File: src/rtl/sysid_ctrl_pkg.sv
// rtl/sysid_ctrl_pkg.sv - shared states, sysid addresses and default expected words
package sysid_ctrl_pkg;

  typedef enum logic [2:0] {
    ST_IDLE,
    ST_RD_ID,
    ST_WAIT_ID,
    ST_RD_TS,
    ST_WAIT_TS,
    ST_CHECK,
    ST_PASS,
    ST_FAIL
  } state_e;

  localparam logic        SYSID_ADDR_ID       = 1'b0;
  localparam logic        SYSID_ADDR_TS       = 1'b1;
  localparam logic [31:0] DEFAULT_EXPECTED_ID = 32'h0400_0000;
  localparam logic [31:0] DEFAULT_EXPECTED_TS = 32'h5450_A0CA;
  localparam int unsigned TIMER_W             = 8;

  // States in which a bus read is outstanding and the timeout runs
  function automatic logic in_read_state(state_e s);
    return (s == ST_RD_ID) || (s == ST_WAIT_ID) || (s == ST_RD_TS) || (s == ST_WAIT_TS);
  endfunction

endpackage

File: src/rtl/sysid_check_sequencer_if.sv
// rtl/sysid_check_sequencer_if.sv - Avalon-MM read port between sequencer and sysid slave
interface sysid_check_sequencer_if;

  logic        avm_address;
  logic        avm_read;
  logic        avm_waitrequest;
  logic        avm_readdatavalid;
  logic [31:0] avm_readdata;

  modport master (
    output avm_address,
    output avm_read,
    input  avm_waitrequest,
    input  avm_readdatavalid,
    input  avm_readdata
  );

  modport slave (
    input  avm_address,
    input  avm_read,
    output avm_waitrequest,
    output avm_readdatavalid,
    output avm_readdata
  );

endinterface

File: src/rtl/sysid_read_timer.sv
// rtl/sysid_read_timer.sv - clearable saturating per-transaction cycle counter
// expired_o is raised during the LIMIT-th enabled cycle after a clear.
module sysid_read_timer
  import sysid_ctrl_pkg::*;
#(
  parameter int unsigned LIMIT = 255
) (
  input  logic clk_i,
  input  logic rst_i,
  input  logic clear_i,
  input  logic enable_i,
  output logic expired_o
);

  localparam logic [TIMER_W-1:0] LAST = TIMER_W'(LIMIT - 1);
  localparam logic [TIMER_W-1:0] SAT  = '1;

  logic [TIMER_W-1:0] count_q, count_d;

  always_comb begin
    count_d = count_q;
    if (clear_i) begin
      count_d = '0;
    end else if (enable_i && (count_q != SAT)) begin
      count_d = count_q + TIMER_W'(1);
    end
  end

  always_ff @(posedge clk_i) begin
    if (rst_i) begin
      count_q <= '0;
    end else begin
      count_q <= count_d;
    end
  end

  assign expired_o = enable_i && (count_q >= LAST);

endmodule

File: src/rtl/sysid_check_sequencer.sv
// rtl/sysid_check_sequencer.sv - reads sysid ID/timestamp, compares, retries, gates sys_enable
module sysid_check_sequencer
  import sysid_ctrl_pkg::*;
#(
  parameter logic [31:0] EXPECTED_ID    = DEFAULT_EXPECTED_ID,
  parameter logic [31:0] EXPECTED_TS    = DEFAULT_EXPECTED_TS,
  parameter int unsigned TIMEOUT_CYCLES = 255,
  parameter int unsigned MAX_RETRIES    = 3
) (
  input  logic                     clock_i,
  input  logic                     reset_i,
  input  logic                     start_i,
  sysid_check_sequencer_if.master  avm,
  output logic                     busy_o,
  output logic                     done_o,
  output logic                     sys_enable_o,
  output logic                     error_o,
  output logic [31:0]              id_value_o,
  output logic [31:0]              ts_value_o,
  output logic [1:0]               retry_count_o
);

  localparam logic [1:0] RETRY_MAX = (MAX_RETRIES > 3) ? 2'd3 : 2'(MAX_RETRIES);

  state_e      state_q, state_d;
  logic [1:0]  retry_q, retry_d;
  logic [31:0] id_q, id_d, ts_q, ts_d;
  logic        sys_enable_q, sys_enable_d;
  logic        error_q, error_d;
  logic        read_c, addr_c, timer_clr_c, fail_attempt_c, expired_c;

  sysid_read_timer #(.LIMIT(TIMEOUT_CYCLES)) u_timer (
    .clk_i     (clock_i),
    .rst_i     (reset_i),
    .clear_i   (timer_clr_c),
    .enable_i  (in_read_state(state_q)),
    .expired_o (expired_c)
  );

  always_comb begin
    state_d        = state_q;
    retry_d        = retry_q;
    id_d           = id_q;
    ts_d           = ts_q;
    sys_enable_d   = sys_enable_q;
    error_d        = error_q;
    read_c         = 1'b0;
    addr_c         = SYSID_ADDR_ID;
    timer_clr_c    = 1'b0;
    fail_attempt_c = 1'b0;

    case (state_q)
      ST_IDLE: begin
        if (start_i) begin
          state_d      = ST_RD_ID;
          retry_d      = 2'd0;
          sys_enable_d = 1'b0;
          timer_clr_c  = 1'b1;
        end
      end
      ST_RD_ID: begin
        read_c = 1'b1;
        addr_c = SYSID_ADDR_ID;
        if (!avm.avm_waitrequest && avm.avm_readdatavalid) begin
          id_d        = avm.avm_readdata;
          state_d     = ST_RD_TS;
          timer_clr_c = 1'b1;
        end else if (expired_c) begin
          fail_attempt_c = 1'b1;
        end else if (!avm.avm_waitrequest) begin
          state_d = ST_WAIT_ID;
        end
      end
      ST_WAIT_ID: begin
        if (avm.avm_readdatavalid) begin
          id_d        = avm.avm_readdata;
          state_d     = ST_RD_TS;
          timer_clr_c = 1'b1;
        end else if (expired_c) begin
          fail_attempt_c = 1'b1;
        end
      end
      ST_RD_TS: begin
        read_c = 1'b1;
        addr_c = SYSID_ADDR_TS;
        if (!avm.avm_waitrequest && avm.avm_readdatavalid) begin
          ts_d    = avm.avm_readdata;
          state_d = ST_CHECK;
        end else if (expired_c) begin
          fail_attempt_c = 1'b1;
        end else if (!avm.avm_waitrequest) begin
          state_d = ST_WAIT_TS;
        end
      end
      ST_WAIT_TS: begin
        if (avm.avm_readdatavalid) begin
          ts_d    = avm.avm_readdata;
          state_d = ST_CHECK;
        end else if (expired_c) begin
          fail_attempt_c = 1'b1;
        end
      end
      ST_CHECK: begin
        if ((id_q == EXPECTED_ID) && (ts_q == EXPECTED_TS)) begin
          state_d      = ST_PASS;
          sys_enable_d = 1'b1;
          error_d      = 1'b0;
        end else begin
          fail_attempt_c = 1'b1;
        end
      end
      ST_PASS: state_d = ST_IDLE;
      ST_FAIL: state_d = ST_IDLE;
      default: state_d = ST_IDLE;
    endcase

    // Timeouts and mismatches share one retry path
    if (fail_attempt_c) begin
      if (retry_q < RETRY_MAX) begin
        retry_d     = retry_q + 2'd1;
        state_d     = ST_RD_ID;
        timer_clr_c = 1'b1;
      end else begin
        state_d      = ST_FAIL;
        error_d      = 1'b1;
        sys_enable_d = 1'b0;
      end
    end
  end

  always_ff @(posedge clock_i) begin
    if (reset_i) begin
      state_q      <= ST_IDLE;
      retry_q      <= 2'd0;
      id_q         <= '0;
      ts_q         <= '0;
      sys_enable_q <= 1'b0;
      error_q      <= 1'b0;
    end else begin
      state_q      <= state_d;
      retry_q      <= retry_d;
      id_q         <= id_d;
      ts_q         <= ts_d;
      sys_enable_q <= sys_enable_d;
      error_q      <= error_d;
    end
  end

  assign avm.avm_read    = read_c;
  assign avm.avm_address = addr_c;
  assign busy_o          = (state_q != ST_IDLE);
  assign done_o          = (state_q == ST_PASS) || (state_q == ST_FAIL);
  assign sys_enable_o    = sys_enable_q;
  assign error_o         = error_q;
  assign id_value_o      = id_q;
  assign ts_value_o      = ts_q;
  assign retry_count_o   = retry_q;

endmodule
File: src/flat_wrapper.sv
// flat-port wrapper written by rule: the top's interface ports become plain ports
module sysid_check_sequencer_flat import sysid_ctrl_pkg::*;
#(
  parameter logic [31:0] EXPECTED_ID    = DEFAULT_EXPECTED_ID,
  parameter logic [31:0] EXPECTED_TS    = DEFAULT_EXPECTED_TS,
  parameter int unsigned TIMEOUT_CYCLES = 255,
  parameter int unsigned MAX_RETRIES    = 3
)
  (clock_i, reset_i, start_i, busy_o, done_o, sys_enable_o, error_o, id_value_o, ts_value_o, retry_count_o, avm_avm_address, avm_avm_read, avm_avm_waitrequest, avm_avm_readdatavalid, avm_avm_readdata);
  sysid_check_sequencer_if avm_i ();
  input  logic clock_i;
  input  logic reset_i;
  input  logic start_i;
  output logic busy_o;
  output logic done_o;
  output logic sys_enable_o;
  output logic error_o;
  output logic [31:0] id_value_o;
  output logic [31:0] ts_value_o;
  output logic [1:0] retry_count_o;
  output wire logic [$bits(avm_i.avm_address)-1:0] avm_avm_address;
  output wire logic [$bits(avm_i.avm_read)-1:0] avm_avm_read;
  input wire logic [$bits(avm_i.avm_waitrequest)-1:0] avm_avm_waitrequest;
  input wire logic [$bits(avm_i.avm_readdatavalid)-1:0] avm_avm_readdatavalid;
  input wire logic [$bits(avm_i.avm_readdata)-1:0] avm_avm_readdata;
  assign avm_avm_address = avm_i.avm_address;
  assign avm_avm_read = avm_i.avm_read;
  assign avm_i.avm_waitrequest = avm_avm_waitrequest;
  assign avm_i.avm_readdatavalid = avm_avm_readdatavalid;
  assign avm_i.avm_readdata = avm_avm_readdata;
  sysid_check_sequencer #(.EXPECTED_ID(EXPECTED_ID), .EXPECTED_TS(EXPECTED_TS), .TIMEOUT_CYCLES(TIMEOUT_CYCLES), .MAX_RETRIES(MAX_RETRIES)) u_core (.clock_i(clock_i), .reset_i(reset_i), .start_i(start_i), .avm(avm_i), .busy_o(busy_o), .done_o(done_o), .sys_enable_o(sys_enable_o), .error_o(error_o), .id_value_o(id_value_o), .ts_value_o(ts_value_o), .retry_count_o(retry_count_o));
endmodule
File: config.mk
export PLATFORM = sky130hd
export DESIGN_NAME = sysid_check_sequencer_flat
export DESIGN_NICKNAME = d
export VERILOG_FILES = /design/src/rtl/sysid_ctrl_pkg.sv /design/src/rtl/sysid_check_sequencer_if.sv /design/src/rtl/sysid_read_timer.sv /design/src/rtl/sysid_check_sequencer.sv /design/src/flat_wrapper.sv
export SDC_FILE = /design/constraint.sdc
export NUM_CORES = 1
export LEC_CHECK = 0
export ABC_AREA = 1
export CAP_MARGIN = 20
export CORE_MARGIN = 2
export CORE_UTILIZATION = 60
export DETAILED_ROUTE_END_ITERATION = 16
export DONT_BUFFER_PORTS = 1
export PLACE_DENSITY = 0.76
export SLEW_MARGIN = 20
export SYNTH_ARGS = -nofsm -noshare
export SYNTH_HDL_FRONTEND = slang
export SYNTH_SLANG_ARGS = --single-unit
File: constraint.sdc
create_clock -name clock_i -period 2 [get_ports clock_i]
set_input_delay 0.4 -clock clock_i [delete_from_list [all_inputs] [get_ports clock_i]]
set_output_delay 0.4 -clock clock_i [all_outputs]
set_load 0.05 [all_outputs]
==> flow_metrics.env, run 1 <==
export IMPL_drive_gt1_frac=0.198
export IMPL_tightest_slew_ns=0.556
export IMPL_dieWidth_um=79.5
export IMPL_nets=599
export IMPL_fin_cells=634
export IMPL_nFillCells=450
export IMPL_dieArea_sq_mm=0.00632
export IMPL_totalPowerFinal_mw=7.26
export IMPL_max_stage_delay_ns=0.47
export IMPL_wl_met3_um=828
export IMPL_skew_ns=0.0112
export IMPL_dr_first_iter_drc_count=133
export IMPL_overflow=0
export IMPL_root_buffer="clkbuf_8"
export IMPL_antenna_found_initial=0
export IMPL_layout_common_cells="169 x nor2_1, 79 x dfxtp_1, 75 x buf_4"
export IMPL_cts_buffers=9
export IMPL_whs_ns=0.112
export IMPL_yosys_warnings=0
export IMPL_arrival_ns=1.46
export IMPL_grt_pass1_wl_um=14100
export IMPL_fmax_mhz=538
export IMPL_num_vias=3329
export IMPL_place_congestion=0.843
export IMPL_ant_nets=0
export IMPL_cp_max_fo=6
export IMPL_fin_crit_ns=1.86
export IMPL_cap_violations=0
export IMPL_cp_start_kind="register"
export IMPL_hp_start="reset_i"
export IMPL_hold_viol=0
export IMPL_power_density_mw_per_mm2=1730
export IMPL_required_ns=1.60
export IMPL_period_share=0.930
export IMPL_cts_buffer_depth=2
export IMPL_diodes=0
export IMPL_dp_hpwl_um=6270
export IMPL_synth_avg_cell_area_sq_um=6.94
export IMPL_ir_worst_vdd_uv=1030
export IMPL_port_buffers=0
export IMPL_hold_buffers=0
export IMPL_die_y_um=79.5
export IMPL_critPathMostFrequentCell="nand2_1"
export IMPL_status="finished, final reports clean"
export IMPL_yosysSeqAreaShare=0.462
export IMPL_synth_cell_type_count=29
export IMPL_via_per_inst=5.25
export IMPL_grt_pass1_vias=3279
export IMPL_crit_path_end_kind="output pin"
export IMPL_leakagePower_nw=1.92
export IMPL_firstDrtPassIters=4
export IMPL_setup_viol=0
export IMPL_critPathSlowestCell="dfxtp_1"
export IMPL_clock_sinks=79
export IMPL_multi_input_area_sq_mm=0.00162
export IMPL_r2r_start="u_core.state_q[0]"
export IMPL_slew_headroom=0.629
export IMPL_synth_area_sq_mm=0.00342
export IMPL_ys_ff_latch=79
export IMPL_post_cts_buffers=0
export IMPL_start_util=0.621
export IMPL_setup_tns_ns=0
export IMPL_drv_slew=0
export IMPL_final_common_cell="nor2_1"
export IMPL_ff_latch_area_sq_mm=0.00158
export IMPL_routed_wl_um=8620
export IMPL_dr_wl_met2_um=4110
export IMPL_clk_transition_reported_paths_ns=0.07
export IMPL_syn_nets=533
export IMPL_met1_length_um=3460
export IMPL_ios=109
export IMPL_grt_max_degree=70
export IMPL_grt_total_usage=0.284
export IMPL_crit_chain="inv_2 > nor2_1 > nand2_1 > nand2_1 > buf_4"
export IMPL_placed_cells=620
export IMPL_ctsResizeCount=0
export IMPL_post_route_drc_count=0
export IMPL_area_delta_synth_final_pct=22.4
export IMPL_design_core_area_sq_mm=0.00551
export IMPL_cts_tree="done"
export IMPL_critical_path_class="reg2out"
export IMPL_placementRows=27
export IMPL_maxUsedRoutingLayer="met4"
export IMPL_hold_class="in2reg"
export IMPL_wl_per_cell_um=13.6
export IMPL_clk_latency_ns=0.34
export IMPL_crit_path_start="u_core.state_q[0]"
export IMPL_htreeDepth=3
export IMPL_syn_inst=493
==> logic make-up after synthesis <==
logic type | synth area share
DFF | 0.462
AOI/OAI and AO/OA | 0.143
adders and majority gates | 0.0110
buffers and inverters | 0.0677
and+or+nand+nor | 0.315
==> worst paths after layout <==
| path | slack (ns) | endpoint | cells after the start |
|---|---|---|---|
| hold / removal | 0.11 | u_core.error_o | 1 |
| setup reg to reg | 0.23 | u_core.id_value_o[26] | 8 |
| setup / recovery | 0.14 | avm_avm_read | 5 |
| hold reg to reg | 0.48 | u_core.ts_value_o[3] | 2 |
==> routing by layer <==
layer  up-vias  GRT usage
met3        23     0.0928
met2       123      0.497
met5         -          0
met4         0      0.112
li1       1697          -
met1      1486      0.318
==> sequential cells by signal, indices dropped and copies added (netlist names) <==
| signal | count |
|---|---|
| u_core.u_timer.count_q | 8 |
| u_core.error_o | 1 |
| u_core.sys_enable_o | 1 |
| u_core.state_q | 3 |
| u_core.ts_value_o | 32 |
| u_core.retry_count_o | 2 |
| u_core.id_value_o | 32 |
==> synthesized netlist by cell type <==
library cell	count	area [sq um]
nor2_1	171	642
dfxtp_1	79	1580
o21ai_0	71	355
nand2_1	56	210
inv_1	32	120
a21oi_1	16	80.1
clkbuf_1	13	48.8
nand3_1	11	55.1
nand2_2	6	37.5
buf_2	4	20.0
nand4_1	4	25.0
nor3_1	4	20.0
ha_1	3	37.5
or2_2	3	18.8
a22oi_1	2	15.0
buf_4	2	15.0
inv_2	2	7.51
nand2_4	2	22.5
or2_0	2	12.5
a21oi_2	1	8.76
buf_1	1	3.75
buf_6	1	11.3
clkinv_2	1	5.00
nand4_2	1	12.5
nor2_2	1	6.26
nor3_2	1	10.0
nor4_1	1	6.26
o21bai_4	1	18.8
o22ai_2	1	12.5
==> power by group <==
part           switching, mW  internal (mW)  total, mW
Sequential             0.256           2.00       2.26
Clock                  0.512          0.599       1.11
Combinational           2.79           1.09       3.89
==> stage by stage <==
step                utilization  instance area (sq um)  setup WS, ns
CTS                       0.758                   4170         0.156
detailed placement        0.725                   3990        0.0925
finish                    0.760                   4190         0.140
global placement          0.725                   3990         0.261
global route              0.760                   4190       -0.0269
floorplan                     -                   3420         0.236
==> critical path: cells and delay by family (launching register included) <==
family,cells,cell delay (ns)
buffers and inverters,2,0.29
AND/OR/NAND/NOR,3,0.35
flip-flops,1,0.47
==> layout make-up <==
type / count / area share
clock buffer: 13 / 0.0356
clock inverter: 1 / 0.00717
inverter: 35 / 0.0317
sequential: 79 / 0.378
multi-input combinational: 358 / 0.387
tap: 72 / 0.0215
timing repair buffer: 76 / 0.139
Power figures use the tool's default switching activity.
==> run 2, diff against run 1 <==
Settings changed: CORE_UTILIZATION 60 to 56, PLACE_DENSITY 0.76 to 0.85.
Clock period 2 ns to 1.65 ns, I/O delays scaled along.
==> flow_metrics.env, run 2 (synthesis gave the netlist of run 1 again) <==
export IMPL_layout_common_cells="163 x nor2_1, 84 x buf_4, 66 x o21ai_0"
export IMPL_num_vias=3511
export IMPL_place_congestion=0.954
export IMPL_dr_first_iter_drc_count=203
export IMPL_grt_max_degree=37
export IMPL_design_core_area_sq_mm=0.00592
export IMPL_antenna_found_initial=0
export IMPL_grt_pass1_vias=3301
export IMPL_status="finished, final reports clean"
export IMPL_final_common_cell="nor2_1"
export IMPL_ir_worst_vdd_uv=1360
export IMPL_crit_chain="ha_2 > inv_2 > nor2_1 > nand2_1 > nand2_4 > inv_4 > nand4_4 > or2_1 > or2_1 > a21oi_2"
export IMPL_final_util=0.746
export IMPL_clk_transition_reported_paths_ns=0.09
export IMPL_htreeDepth=3
export IMPL_required_ns=1.94
export IMPL_cp_start_kind="register"
export IMPL_routed_wl_um=9470
export IMPL_placementRows=28
export IMPL_wl_per_cell_um=14.6
export IMPL_cp_max_fo=5
export IMPL_ant_nets=0
export IMPL_dieWidth_um=82.1
export IMPL_cts_tree="done"
export IMPL_post_route_drc_count=0
export IMPL_power_density_mw_per_mm2=2110
export IMPL_dpl_instance_area_sq_mm=0.00404
export IMPL_area_delta_synth_final_pct=29.1
export IMPL_start_util=0.578
export IMPL_nets=609
export IMPL_skew_ns=0.0111
export IMPL_clk_latency_ns=0.35
export IMPL_drv_slew=0
export IMPL_dieArea_sq_mm=0.00675
export IMPL_overflow=0
export IMPL_max_stage_delay_ns=0.37
export IMPL_drive_gt1_frac=0.284
export IMPL_port_buffers=0
export IMPL_period_share=0.990
export IMPL_critPathMostFrequentCell="or2_1"
export IMPL_crit_path_end_kind="register"
export IMPL_fmax_mhz=612
export IMPL_grt_total_usage=0.289
export IMPL_tightest_slew_ns=0.532
export IMPL_die_y_um=82.1
export IMPL_fin_crit_ns=1.63
export IMPL_leakagePower_nw=1.98
export IMPL_dp_hpwl_um=6780
export IMPL_final_cell_area_sq_mm=0.00442
export IMPL_rsz0062_at_grt="true"
export IMPL_diodes=0
export IMPL_cap_violations=0
export IMPL_clock_sinks=79
export IMPL_slew_headroom=0.645
export IMPL_arrival_ns=1.92
export IMPL_root_buffer="clkbuf_8"
export IMPL_grt_pass1_wl_um=14900
export IMPL_firstDrtPassIters=5
export IMPL_hold_class="in2reg"
export IMPL_critical_path_class="reg2reg"
export IMPL_via_per_inst=5.41
export IMPL_ios=109
export IMPL_critPathSlowestCell="dfxtp_4"
export IMPL_setup_viol=0
export IMPL_cts_buffers=9
export IMPL_hold_viol=0
export IMPL_cts_buffer_depth=2
-- run 2: worst paths after layout --
kind | startpoint | endpoint | slack, ns | cells past startpoint
worst min-delay path | reset_i | u_core.state_q[0] | 0.03 | 1
worst max-delay path | u_core.u_timer.count_q[1] | u_core.u_timer.count_q[7] | 0.02 | 10
worst min register to register | u_core.ts_value_o[3] | u_core.ts_value_o[3] | 0.48 | 2
worst max register to register | u_core.u_timer.count_q[1] | u_core.u_timer.count_q[7] | 0.02 | 10
-- run 2: worst max-delay path: cells and delay by family, from the launching register on --
family                   cells  cell delay [ns]
AO/OA/AOI/OAI                1             0.12
adder cells (fa/ha/maj)      1             0.17
buffers and inverters        2             0.13
flip-flops                   1             0.37
AND/OR/NAND/NOR              6             0.78
-- run 2: final cells by class --
class                      count  area, sq um
multi-input combinational    358         1720
sequential                    79         1610
fill                         446         1510
timing repair buffer          86          666
inverter                      35          140
clock buffer                  10          128
tap                           75         93.8
clock inverter                 6         61.3
-- run 2: repair_timing --
item	4_1_cts	5_1_grt
setup buffers	4	3
cloned	0	0
setup endpoints to repair	17	80
hold buffers	0	0
pin swaps	3	6
resized for setup	15	34
-- run 2: per-layer routing --
layer	GRT usage	wire (um)	part of all wire
met3	0.0870	887	0.094
met2	0.486	4500	0.48
met1	0.340	3770	0.40
met5	0	0	0
met4	0.130	305	0.032
-- run 2: power breakdown --
group	total [mW]	switching [mW]	internal, mW
Clock	1.42	0.725	0.695
Combinational	5.09	3.57	1.52
Sequential	2.81	0.345	2.46
Total	9.32	4.64	4.68
-- run 2: through the flow --
| step | hold slack, ns | TNS, ns | setup WS, ns | power, mW | cells |
|---|---|---|---|---|---|
| floorplan | 0.399 | 0 | 0.0493 | 6.21 | 493 |
| global placement | 0.402 | 0 | 0.0209 | 7.45 | 626 |
| detailed placement | 0.404 | -0.0791 | -0.0541 | 7.56 | 626 |
| CTS | 0.0260 | 0 | 0.00344 | 9.12 | 646 |
| global route | 0.0175 | -0.297 | -0.121 | 9.82 | 649 |
| finish | 0.0269 | 0 | 0.0164 | 9.32 | 649 |
==> run 3, diff against run 2 <==
Settings changed: CORE_MARGIN 2 to unset.
==> flow_metrics.env, run 3 (synthesis gave the netlist of run 1 again) <==
export IMPL_p_sw_frac=0.502
export IMPL_via_per_inst=5.37
export IMPL_setup_viol=1
export IMPL_grt_max_degree=37
export IMPL_p_clk_frac=0.129
export IMPL_crit_chain="inv_1 > ha_1 > nor2_1 > nor2_1 > nand3_1 > buf_4 > nor2_1 > nor2_1 > nand4_1 > nand3_2 > nand2_1 > inv_1"
export IMPL_period_share=1.02
export IMPL_drive_gt1_frac=0.276
export IMPL_violations="setup timing"
export IMPL_cts_buffers=9
export IMPL_max_stage_delay_ns=0.35
export IMPL_skew_ns=0.00696
export IMPL_cpLargestDelayFamily="simple AND/OR/NAND/NOR gates"
export IMPL_port_buffers=0
export IMPL_critPathBufInv=3
export IMPL_num_vias=3502
export IMPL_rsz0062_at_grt="true"
export IMPL_combPwrFrac=0.560
export IMPL_cts_tree="done"
export IMPL_dieWidth_um=80.1
export IMPL_antenna_found_initial=0
export IMPL_dr_first_iter_drc_count=227
export IMPL_power_switching_mw=4.58
export IMPL_firstDrtPassIters=8
export IMPL_tightest_slew_ns=0.529
export IMPL_cap_violations=0
export IMPL_ios=109
export IMPL_cts_buffer_depth=2
export IMPL_htreeDepth=3
export IMPL_timing_final_ws_setup_ns=-0.0327
export IMPL_nets=614
export IMPL_wl_per_cell_um=14.8
export IMPL_clk_transition_reported_paths_ns=0.07
export IMPL_hold_class="in2reg"
export IMPL_place_congestion=0.902
export IMPL_diodes=0
export IMPL_ant_nets=0
export IMPL_arrival_ns=1.93
export IMPL_p_seq_frac=0.310
export IMPL_dpl_worst_slack_ns=-0.0567
export IMPL_status="finished, violations left"
export IMPL_grt_pass1_vias=3173
export IMPL_placementRows=28
export IMPL_drv_slew=0
export IMPL_crit_path_end_kind="register"
export IMPL_cp_max_fo=4
export IMPL_hold_viol=0
export IMPL_r2r_slack_ns=-0.03
export IMPL_critical_path_class="reg2reg"
export IMPL_grt_pass1_wl_um=14300
export IMPL_layout_common_cells="167 x nor2_1, 88 x buf_4, 63 x o21ai_0"
export IMPL_design_core_area_sq_mm=0.00592
export IMPL_root_buffer="clkbuf_8"
export IMPL_required_ns=1.90
export IMPL_ir_worst_vdd_uv=1280
export IMPL_power_internal_mw=4.54
export IMPL_grt_total_usage=0.295
export IMPL_overflow=0
export IMPL_dp_hpwl_um=6770
export IMPL_final_common_cell="nor2_1"
export IMPL_post_route_drc_count=0
export IMPL_fmax_mhz=594
export IMPL_clock_sinks=79
export IMPL_die_y_um=80.1
export IMPL_area_delta_synth_final_pct=28.1
export IMPL_leakagePower_nw=2.00
export IMPL_dieArea_sq_mm=0.00642
export IMPL_clk_latency_ns=0.35
export IMPL_start_util=0.578
export IMPL_cp_start_kind="register"
export IMPL_routed_wl_um=9650
export IMPL_critPathMostFrequentCell="nor2_1"
export IMPL_slew_headroom=0.647
export IMPL_final_util=0.740
export IMPL_critPathSlowestCell="dfxtp_2"
export IMPL_power_density_mw_per_mm2=2080
export IMPL_fin_crit_ns=1.68
export IMPL_nFillCells=481
## run 3: area by class of cell
cell class,count,area [sq um],area share
Clock inverter,2,10.0,0.00229
Clock buffer,12,135,0.0308
Timing Repair Buffer,91,703,0.161
Sequential cell,79,1610,0.368
Multi-Input combinational cell,358,1690,0.386
Tap cell,75,93.8,0.0214
Inverter,35,139,0.0317
## run 3: per-layer routing
layer | global-route usage | wire length [um]
met2 | 0.513 | 4850
met1 | 0.331 | 3740
met4 | 0.155 | 230
met3 | 0.0727 | 829
met5 | 0 | 0
## run 3: path summary, 6_finish.rpt
check                                            end  depth (start not counted)                      start
worst max register to register     u_core.state_q[1]                         12  u_core.u_timer.count_q[0]
worst min-delay path               u_core.state_q[0]                          1                    reset_i
worst max-delay path               u_core.state_q[1]                         12  u_core.u_timer.count_q[0]
worst min register to register  u_core.ts_value_o[1]                          2       u_core.ts_value_o[1]
## run 3: metrics by stage
stage          setup TNS [ns]  area (sq um)  total power, mW  hold slack (ns)  cells
3_5_place_dp           -0.543          4040             7.57            0.402    626
6_report              -0.0327          4380             9.12           0.0241    652
3_3_place_gp                0          4040             7.43            0.402    626
2_1_floorplan               0          3440             6.21            0.399    493
5_1_grt                -0.516          4380             9.55           0.0345    652
4_1_cts                     0          4220             8.78           0.0234    640
## run 3: power groups by stage
stage	logic (mW)	registers (mW)	clock network, mW
3_3_place_gp	4.66	2.78	0
4_1_cts	4.80	2.80	1.18
3_5_place_dp	4.76	2.81	0
2_1_floorplan	1.79	4.42	0
6_report	5.11	2.83	1.18
5_1_grt	5.43	2.88	1.24
## run 3: timing repair
action,in CTS,in global routing
hold buffers,0,0
cloned,0,0
gates resized for setup,14,31
pin swaps,0,14
setup endpoints to repair,43,49
buffers inserted,0,12
